File: src/rtl/dl_pkg.sv
// Shared definitions for the delay-line reader/writer pair: FSM states and
// the default EDSAC-style line geometry.
package dl_pkg;

  localparam int DL_WORD_BITS      = 17;
  localparam int DL_GAP_BITS       = 1;
  localparam int DL_WORDS_PER_LINE = 32;

  typedef enum logic [1:0] {
    IDLE,
    WAIT,
    CAPTURE,
    DONE
  } dl_state_e;

endpackage

File: src/rtl/dl_position_counter.sv
// Tracks the bit/word position of a circulating delay-line stream.
// samp_* give the position of the bit being sampled this cycle, with frame_sync applied.
module dl_position_counter #(
  parameter int WORD_BITS      = 17,
  parameter int GAP_BITS       = 1,
  parameter int WORDS_PER_LINE = 32,
  parameter int ADDR_W         = $clog2(WORDS_PER_LINE),
  parameter int BIT_W          = $clog2(WORD_BITS + GAP_BITS)
) (
  input  logic              clk,
  input  logic              rst,
  input  logic              bit_en,
  input  logic              frame_sync,
  output logic [BIT_W-1:0]  samp_bit,
  output logic [ADDR_W-1:0] samp_word,
  output logic [ADDR_W-1:0] pos_word
);

  localparam logic [BIT_W-1:0]  BIT_LAST  = BIT_W'(WORD_BITS + GAP_BITS - 1);
  localparam logic [ADDR_W-1:0] WORD_LAST = ADDR_W'(WORDS_PER_LINE - 1);

  logic [BIT_W-1:0]  bit_cnt_q, bit_cnt_d;
  logic [ADDR_W-1:0] pos_word_q, pos_word_d;

  always_comb begin
    // A qualified frame_sync forces the sampled bit to word 0, bit 0.
    samp_bit   = (bit_en && frame_sync) ? '0 : bit_cnt_q;
    samp_word  = (bit_en && frame_sync) ? '0 : pos_word_q;
    bit_cnt_d  = bit_cnt_q;
    pos_word_d = pos_word_q;
    if (bit_en) begin
      if (samp_bit == BIT_LAST) begin
        bit_cnt_d  = '0;
        pos_word_d = (samp_word == WORD_LAST) ? '0 : samp_word + ADDR_W'(1);
      end else begin
        bit_cnt_d  = samp_bit + BIT_W'(1);
        pos_word_d = samp_word;
      end
    end
  end

  always_ff @(posedge clk) begin
    if (rst) begin
      bit_cnt_q  <= '0;
      pos_word_q <= '0;
    end else begin
      bit_cnt_q  <= bit_cnt_d;
      pos_word_q <= pos_word_d;
    end
  end

  assign pos_word = pos_word_q;

endmodule

File: src/rtl/delay_line_reader.sv
// Delay-line reader: tracks stream position and deserialises one addressed word.
// Optional DLR_GAP_CHECK_EN adds a sticky gap_err output for nonzero gap bits.
//
//   state   | meaning
//   IDLE    | ready for a request
//   WAIT    | waiting for bit 0 of the addressed word
//   CAPTURE | shifting in data bits 1..WORD_BITS-1
//   DONE    | result ready; rd_valid pulses on the next clock
module delay_line_reader
  import dl_pkg::*;
#(
  parameter int WORD_BITS      = DL_WORD_BITS,
  parameter int GAP_BITS       = DL_GAP_BITS,
  parameter int WORDS_PER_LINE = DL_WORDS_PER_LINE,
  parameter int ADDR_W         = $clog2(WORDS_PER_LINE)
) (
  input  logic                 clk,
  input  logic                 rst,
  input  logic                 bit_en,
  input  logic                 bit_in,
  input  logic                 frame_sync,
  input  logic                 req_valid,
  input  logic [ADDR_W-1:0]    req_addr,
  output logic                 req_ready,
  output logic                 rd_valid,
  output logic [WORD_BITS-1:0] rd_data,
  output logic                 rd_err,
  output logic [ADDR_W-1:0]    pos_word
`ifdef DLR_GAP_CHECK_EN
  ,output logic                gap_err
`endif
);

  localparam int BIT_W  = $clog2(WORD_BITS + GAP_BITS);
  localparam int CIDX_W = $clog2(WORD_BITS);
  localparam logic [CIDX_W-1:0] CIDX_LAST = CIDX_W'(WORD_BITS - 1);

  logic [BIT_W-1:0]  samp_bit;
  logic [ADDR_W-1:0] samp_word;

  dl_position_counter #(
    .WORD_BITS      (WORD_BITS),
    .GAP_BITS       (GAP_BITS),
    .WORDS_PER_LINE (WORDS_PER_LINE),
    .ADDR_W         (ADDR_W),
    .BIT_W          (BIT_W)
  ) u_pos (
    .clk        (clk),
    .rst        (rst),
    .bit_en     (bit_en),
    .frame_sync (frame_sync),
    .samp_bit   (samp_bit),
    .samp_word  (samp_word),
    .pos_word   (pos_word)
  );

  dl_state_e            state_q, state_d;
  logic [ADDR_W-1:0]    addr_q, addr_d;
  logic [CIDX_W-1:0]    idx_q, idx_d;
  logic [WORD_BITS-1:0] rd_data_q, rd_data_d;
  logic                 rd_valid_q, rd_valid_d;
  logic                 rd_err_q, rd_err_d;
  logic                 err_q, err_d;
  logic                 req_ready_q, req_ready_d;

  always_comb begin
    state_d     = state_q;
    addr_d      = addr_q;
    idx_d       = idx_q;
    rd_data_d   = rd_data_q;
    rd_valid_d  = 1'b0;
    rd_err_d    = 1'b0;
    err_d       = err_q;
    req_ready_d = req_ready_q;
    case (state_q)
      IDLE: begin
        req_ready_d = 1'b1;
        if (req_valid && req_ready_q) begin
          req_ready_d = 1'b0;
          addr_d      = req_addr;
          if (32'(req_addr) >= 32'(WORDS_PER_LINE)) begin
            err_d   = 1'b1;
            state_d = DONE;
          end else begin
            err_d   = 1'b0;
            state_d = WAIT;
          end
        end
      end
      WAIT: begin
        if (bit_en && samp_word == addr_q && samp_bit == '0) begin
          rd_data_d    = '0;
          rd_data_d[0] = bit_in;
          idx_d        = CIDX_W'(1);
          state_d      = CAPTURE;
        end
      end
      CAPTURE: begin
        if (bit_en) begin
          // Resync mid-word means the partial word cannot be trusted.
          if (frame_sync) begin
            err_d   = 1'b1;
            state_d = DONE;
          end else begin
            rd_data_d[idx_q] = bit_in;
            if (idx_q == CIDX_LAST) begin
              state_d = DONE;
            end else begin
              idx_d = idx_q + CIDX_W'(1);
            end
          end
        end
      end
      DONE: begin
        rd_valid_d = 1'b1;
        rd_err_d   = err_q;
        state_d    = IDLE;
      end
      default: state_d = IDLE;
    endcase
  end

  always_ff @(posedge clk) begin
    if (rst) begin
      state_q     <= IDLE;
      addr_q      <= '0;
      idx_q       <= '0;
      rd_data_q   <= '0;
      rd_valid_q  <= 1'b0;
      rd_err_q    <= 1'b0;
      err_q       <= 1'b0;
      req_ready_q <= 1'b1;
    end else begin
      state_q     <= state_d;
      addr_q      <= addr_d;
      idx_q       <= idx_d;
      rd_data_q   <= rd_data_d;
      rd_valid_q  <= rd_valid_d;
      rd_err_q    <= rd_err_d;
      err_q       <= err_d;
      req_ready_q <= req_ready_d;
    end
  end

  assign req_ready = req_ready_q;
  assign rd_valid  = rd_valid_q;
  assign rd_data   = rd_data_q;
  assign rd_err    = rd_err_q;

`ifdef DLR_GAP_CHECK_EN
  logic gap_err_q, gap_err_d;

  always_comb begin
    gap_err_d = gap_err_q;
    if (bit_en && bit_in && samp_bit >= BIT_W'(WORD_BITS)) gap_err_d = 1'b1;
  end

  always_ff @(posedge clk) begin
    if (rst) gap_err_q <= 1'b0;
    else     gap_err_q <= gap_err_d;
  end

  assign gap_err = gap_err_q;
`endif

endmodule

File: config.mk
export PLATFORM = sky130hd
export DESIGN_NAME = delay_line_reader
export DESIGN_NICKNAME = d
export VERILOG_FILES = /design/src/rtl/dl_pkg.sv /design/src/rtl/dl_position_counter.sv /design/src/rtl/delay_line_reader.sv
export SDC_FILE = /design/constraint.sdc
export NUM_CORES = 1
export LEC_CHECK = 0
export CORE_ASPECT_RATIO = 2
export CORE_UTILIZATION = 55
export CTS_BUF_LIST = sky130_fd_sc_hd__clkbuf_4 sky130_fd_sc_hd__clkbuf_8 sky130_fd_sc_hd__clkbuf_16
export DETAILED_ROUTE_END_ITERATION = 12
export DONT_BUFFER_PORTS = 1
export GPL_ROUTABILITY_DRIVEN = 0
export PLACE_DENSITY = 0.81
export SLEW_MARGIN = 20
export SYNTH_ARGS = -nofsm -noshare
export SYNTH_HDL_FRONTEND = slang
export SYNTH_SLANG_ARGS = --single-unit
File: constraint.sdc
create_clock -name clk -period 8.6 [get_ports clk]
set_input_delay 2.58 -clock clk [delete_from_list [all_inputs] [get_ports clk]]
set_output_delay 2.58 -clock clk [all_outputs]
set_load 0.02 [all_outputs]
==> flow_metrics.py <==
metrics = {
    "power": {
        "powerDensity_nw_per_um2": 221,
        "switching_power_mw": 0.203,
        "p_int_mw": 0.342,
        "peakVddDrop_v": 0.000124,
        "p_leak_nw": 0.980,
        "clock_power_share": 0.236,
        "pwr-share-comb": 0.340,
        "swShare": 0.372,
        "p_seq_frac": 0.424,
    },
    "clock_network": {
        "clock_path_buffers": 2,
        "root_buffer": "clkbuf_8",
        "cts_setup_buffers": 0,
        "cts_made_buffers": 5,
        "cts.reportedPaths.clkPinSlew_ns": 0.09,
        "cts_tree": "built",
        "cts_sinks": 43,
        "cts_hold_buf": 0,
        "clk_latency_ns": 0.30,
        "cts_resized": 0,
        "cts_max_level": 2,
    },
    "sta": {
        "hold_ws_ns": 0.507,
        "slew_headroom": 0.376,
        "fin_skew_ns": 0.0131,
        "fmax_ghz": 0.238,
        "period_minus_slack_ns": 4.20,
        "rsz0062_at_grt": "no",
        "finalSetupViolCount": 0,
        "drv_slew": 0,
        "tns_ns": 0,
        "hold_violations": 0,
        "worstMarginPinSlew_ns": 0.933,
        "fin_crit_sh": 0.488,
    },
    "synth": {
        "syn_nets": 312,
        "ys.warnings.count": 0,
        "ys_ff_latch": 43,
        "syn_area_per_cell_um2": 8.30,
        "syn_area_um2": 2390,
        "synth_top_area_share": 0.360,
        "ys_types": 49,
        "synth_top_flop_cell": "dfxtp_1",
        "synthAdderAreaFrac": 0.0681,
        "yosysTopAreaCell": "dfxtp_1",
        "yosys.area_share.simple": 0.245,
        "seq_area_frac_synth": 0.360,
        "synth_mux_area_frac": 0.0293,
        "synthTopCellsByArea": "dfxtp_1 36%, ha_1 6.8%, a21oi_1 6.1%",
        "synth_enable_flop_cells": 0,
        "synth_top_family_by_area": "simple AND/OR/NAND/NOR gates",
        "async_flop_share": 0,
        "synth-xor-area-share": 0.00733,
        "syn_inst": 288,
        "synth_compound_area_frac": 0.235,
    },
    "global_route": {
        "grt_pass1_wl_um": 9040,
        "grt_start_max_net_pins": 24,
        "grt.overflow.total": 0,
        "antenna_found_initial": 0,
        "grt.total_usage": 0.252,
        "first_global_vias": 2130,
    },
    "worst_hold_path": {
        "hold_depth": 2,
        "holdPathEnd": "idx_q[1]$_SDFFE_PP0P_",
        "holdCritStartpoint": "idx_q[1]$_SDFFE_PP0P_",
        "worstHoldPathType": "flip-flop to flip-flop",
    },
    "critical_path": {
        "reg2reg_to": "idx_q[3]$_SDFFE_PP0P_",
        "path_class": "primary input to flip-flop",
        "critPathLaunchType": "primary input",
        "worstPathMaxFanout": 13,
        "reg2reg_setup_slack_ns": 5.89,
        "required_ns": 8.84,
        "cp-end-kind": "flip-flop",
        "reg2reg_from": "state_q[0]$_SDFFE_PP0P_",
        "rr_worst_depth": 8,
        "cp.arrival_ns": 4.44,
    },
    "floorplan": {
        "start_util": 0.579,
        "dieWidth_um": 48.6,
        "rows": 33,
        "die_y_um": 95.2,
        "coreArea_um2": 4130,
        "io_pins": 36,
        "dieArea_um2": 4630,
    },
    "finish": {
        "drive_gt1_frac": 0.0504,
        "diodes": 0,
        "layout_common_cells": "43 x dfxtp_1, 29 x a21oi_1, 28 x nand2_1",
        "layout.nets": 301,
        "mostFrequentLayoutCell": "dfxtp_1",
        "area_delta_synth_final_pct": 2.98,
    },
    "drt": {
        "wl_per_cell_um": 16.2,
        "firstDrtPassIters": 4,
        "first_iter_violations": 72,
        "drc": 0,
        "drt-total-wl_um": 5360,
        "viasPerCell": 6.35,
        "vias": 2094,
        "drtAntennaViolNets": 0,
    },
    "status": {
        "status": "finished, final reports clean",
    },
    "flow_run": {
        "drv_cap": 0,
    },
    "place": {
        "hpwl_um": 3980,
        "portBuffers": 0,
    },
}
power groups by stage:
stage | Clock, mW | Sequential (mW) | Combinational (mW)
finish | 0.129 | 0.231 | 0.185
global route | 0.141 | 0.233 | 0.207
CTS | 0.134 | 0.231 | 0.184
detailed placement | 0 | 0.236 | 0.183
global placement | 0 | 0.236 | 0.179
floorplan | 0 | 0.232 | 0.153
state kept, by name, summed over array words and instances, names as in the netlist:
signal,flops
rd_err,1
state_q,2
req_ready,1
err_q,1
rd_data,17
u_pos.pos_word,5
addr_q,5
rd_valid,1
idx_q,5
u_pos.bit_cnt_q,5
final cells by class:
class / instances / area (um^2)
fill: 370 / 1670
multi-input combinational: 215 / 1400
sequential: 43 / 861
clock buffer: 6 / 76.3
tap: 52 / 65.1
inverter: 11 / 41.3
clock inverter: 2 / 12.5
timing repair buffer: 1 / 7.51
cells by family after synthesis:
group           after synthesis
mux                           7
buf+inv                      30
compound gates               80
flops                        43
xor+xnor                      2
simple gates                113
fa+ha+maj                    13
synthesized netlist by cell type, types with 3 or more instances:
cell / instances
a21oi_1: 29
a22oi_1: 5
a31oi_1: 3
a32o_1: 14
and2_1: 6
and3_1: 6
buf_2: 3
clkbuf_1: 13
dfxtp_1: 43
ha_1: 13
inv_1: 11
mux2i_1: 7
nand2_1: 28
nand3_1: 11
nand4_1: 4
nor2_1: 25
nor2b_1: 5
nor3_1: 4
o21ai_0: 9
or3_1: 10
worst max-delay path, cell delays in order:
cell	delay (ns)
nand2_4	0.07
nand2_1	0.12
ha_1	0.15
nand2_1	0.05
a21oi_1	0.12
o211ai_1	0.15
a2111o_1	0.55
or4_1	0.51
a21oi_1	0.14
worst max-delay path by stage:
stage,slack [ns],to,from,depth (start not counted)
floorplan,4.13,rd_data[7]$_SDFFE_PP0P_,frame_sync,11
global placement,4.16,idx_q[3]$_SDFFE_PP0P_,frame_sync,9
detailed placement,4.12,rd_data[11]$_SDFFE_PP0P_,frame_sync,9
CTS,4.42,idx_q[3]$_SDFFE_PP0P_,frame_sync,9
global route,4.28,rd_data[11]$_SDFFE_PP0P_,frame_sync,9
finish,4.40,idx_q[3]$_SDFFE_PP0P_,frame_sync,9
routing by layer:
metal | GRT usage | up-vias | part of all wire
met1 | 0.224 | 978 | 0.36
met3 | 0.0494 | 19 | 0.038
met2 | 0.488 | 68 | 0.56
met5 | 0 | - | 0
li1 | - | 1029 | -
met4 | 0.184 | 0 | 0.039
per-stage QoR:
stage          cell area, um^2  worst slack [ns]  std cells  total power, mW   util
6_report                  2460              4.40        330            0.545  0.596
5_1_grt                   2460              4.28        330            0.581  0.596
4_1_cts                   2460              4.42        330            0.549  0.596
3_5_place_dp              2370              4.12        322            0.419  0.575
3_3_place_gp              2370              4.16        322            0.414  0.575
2_1_floorplan             2390              4.13        288            0.385      -
Power figures use the tool's default switching activity.
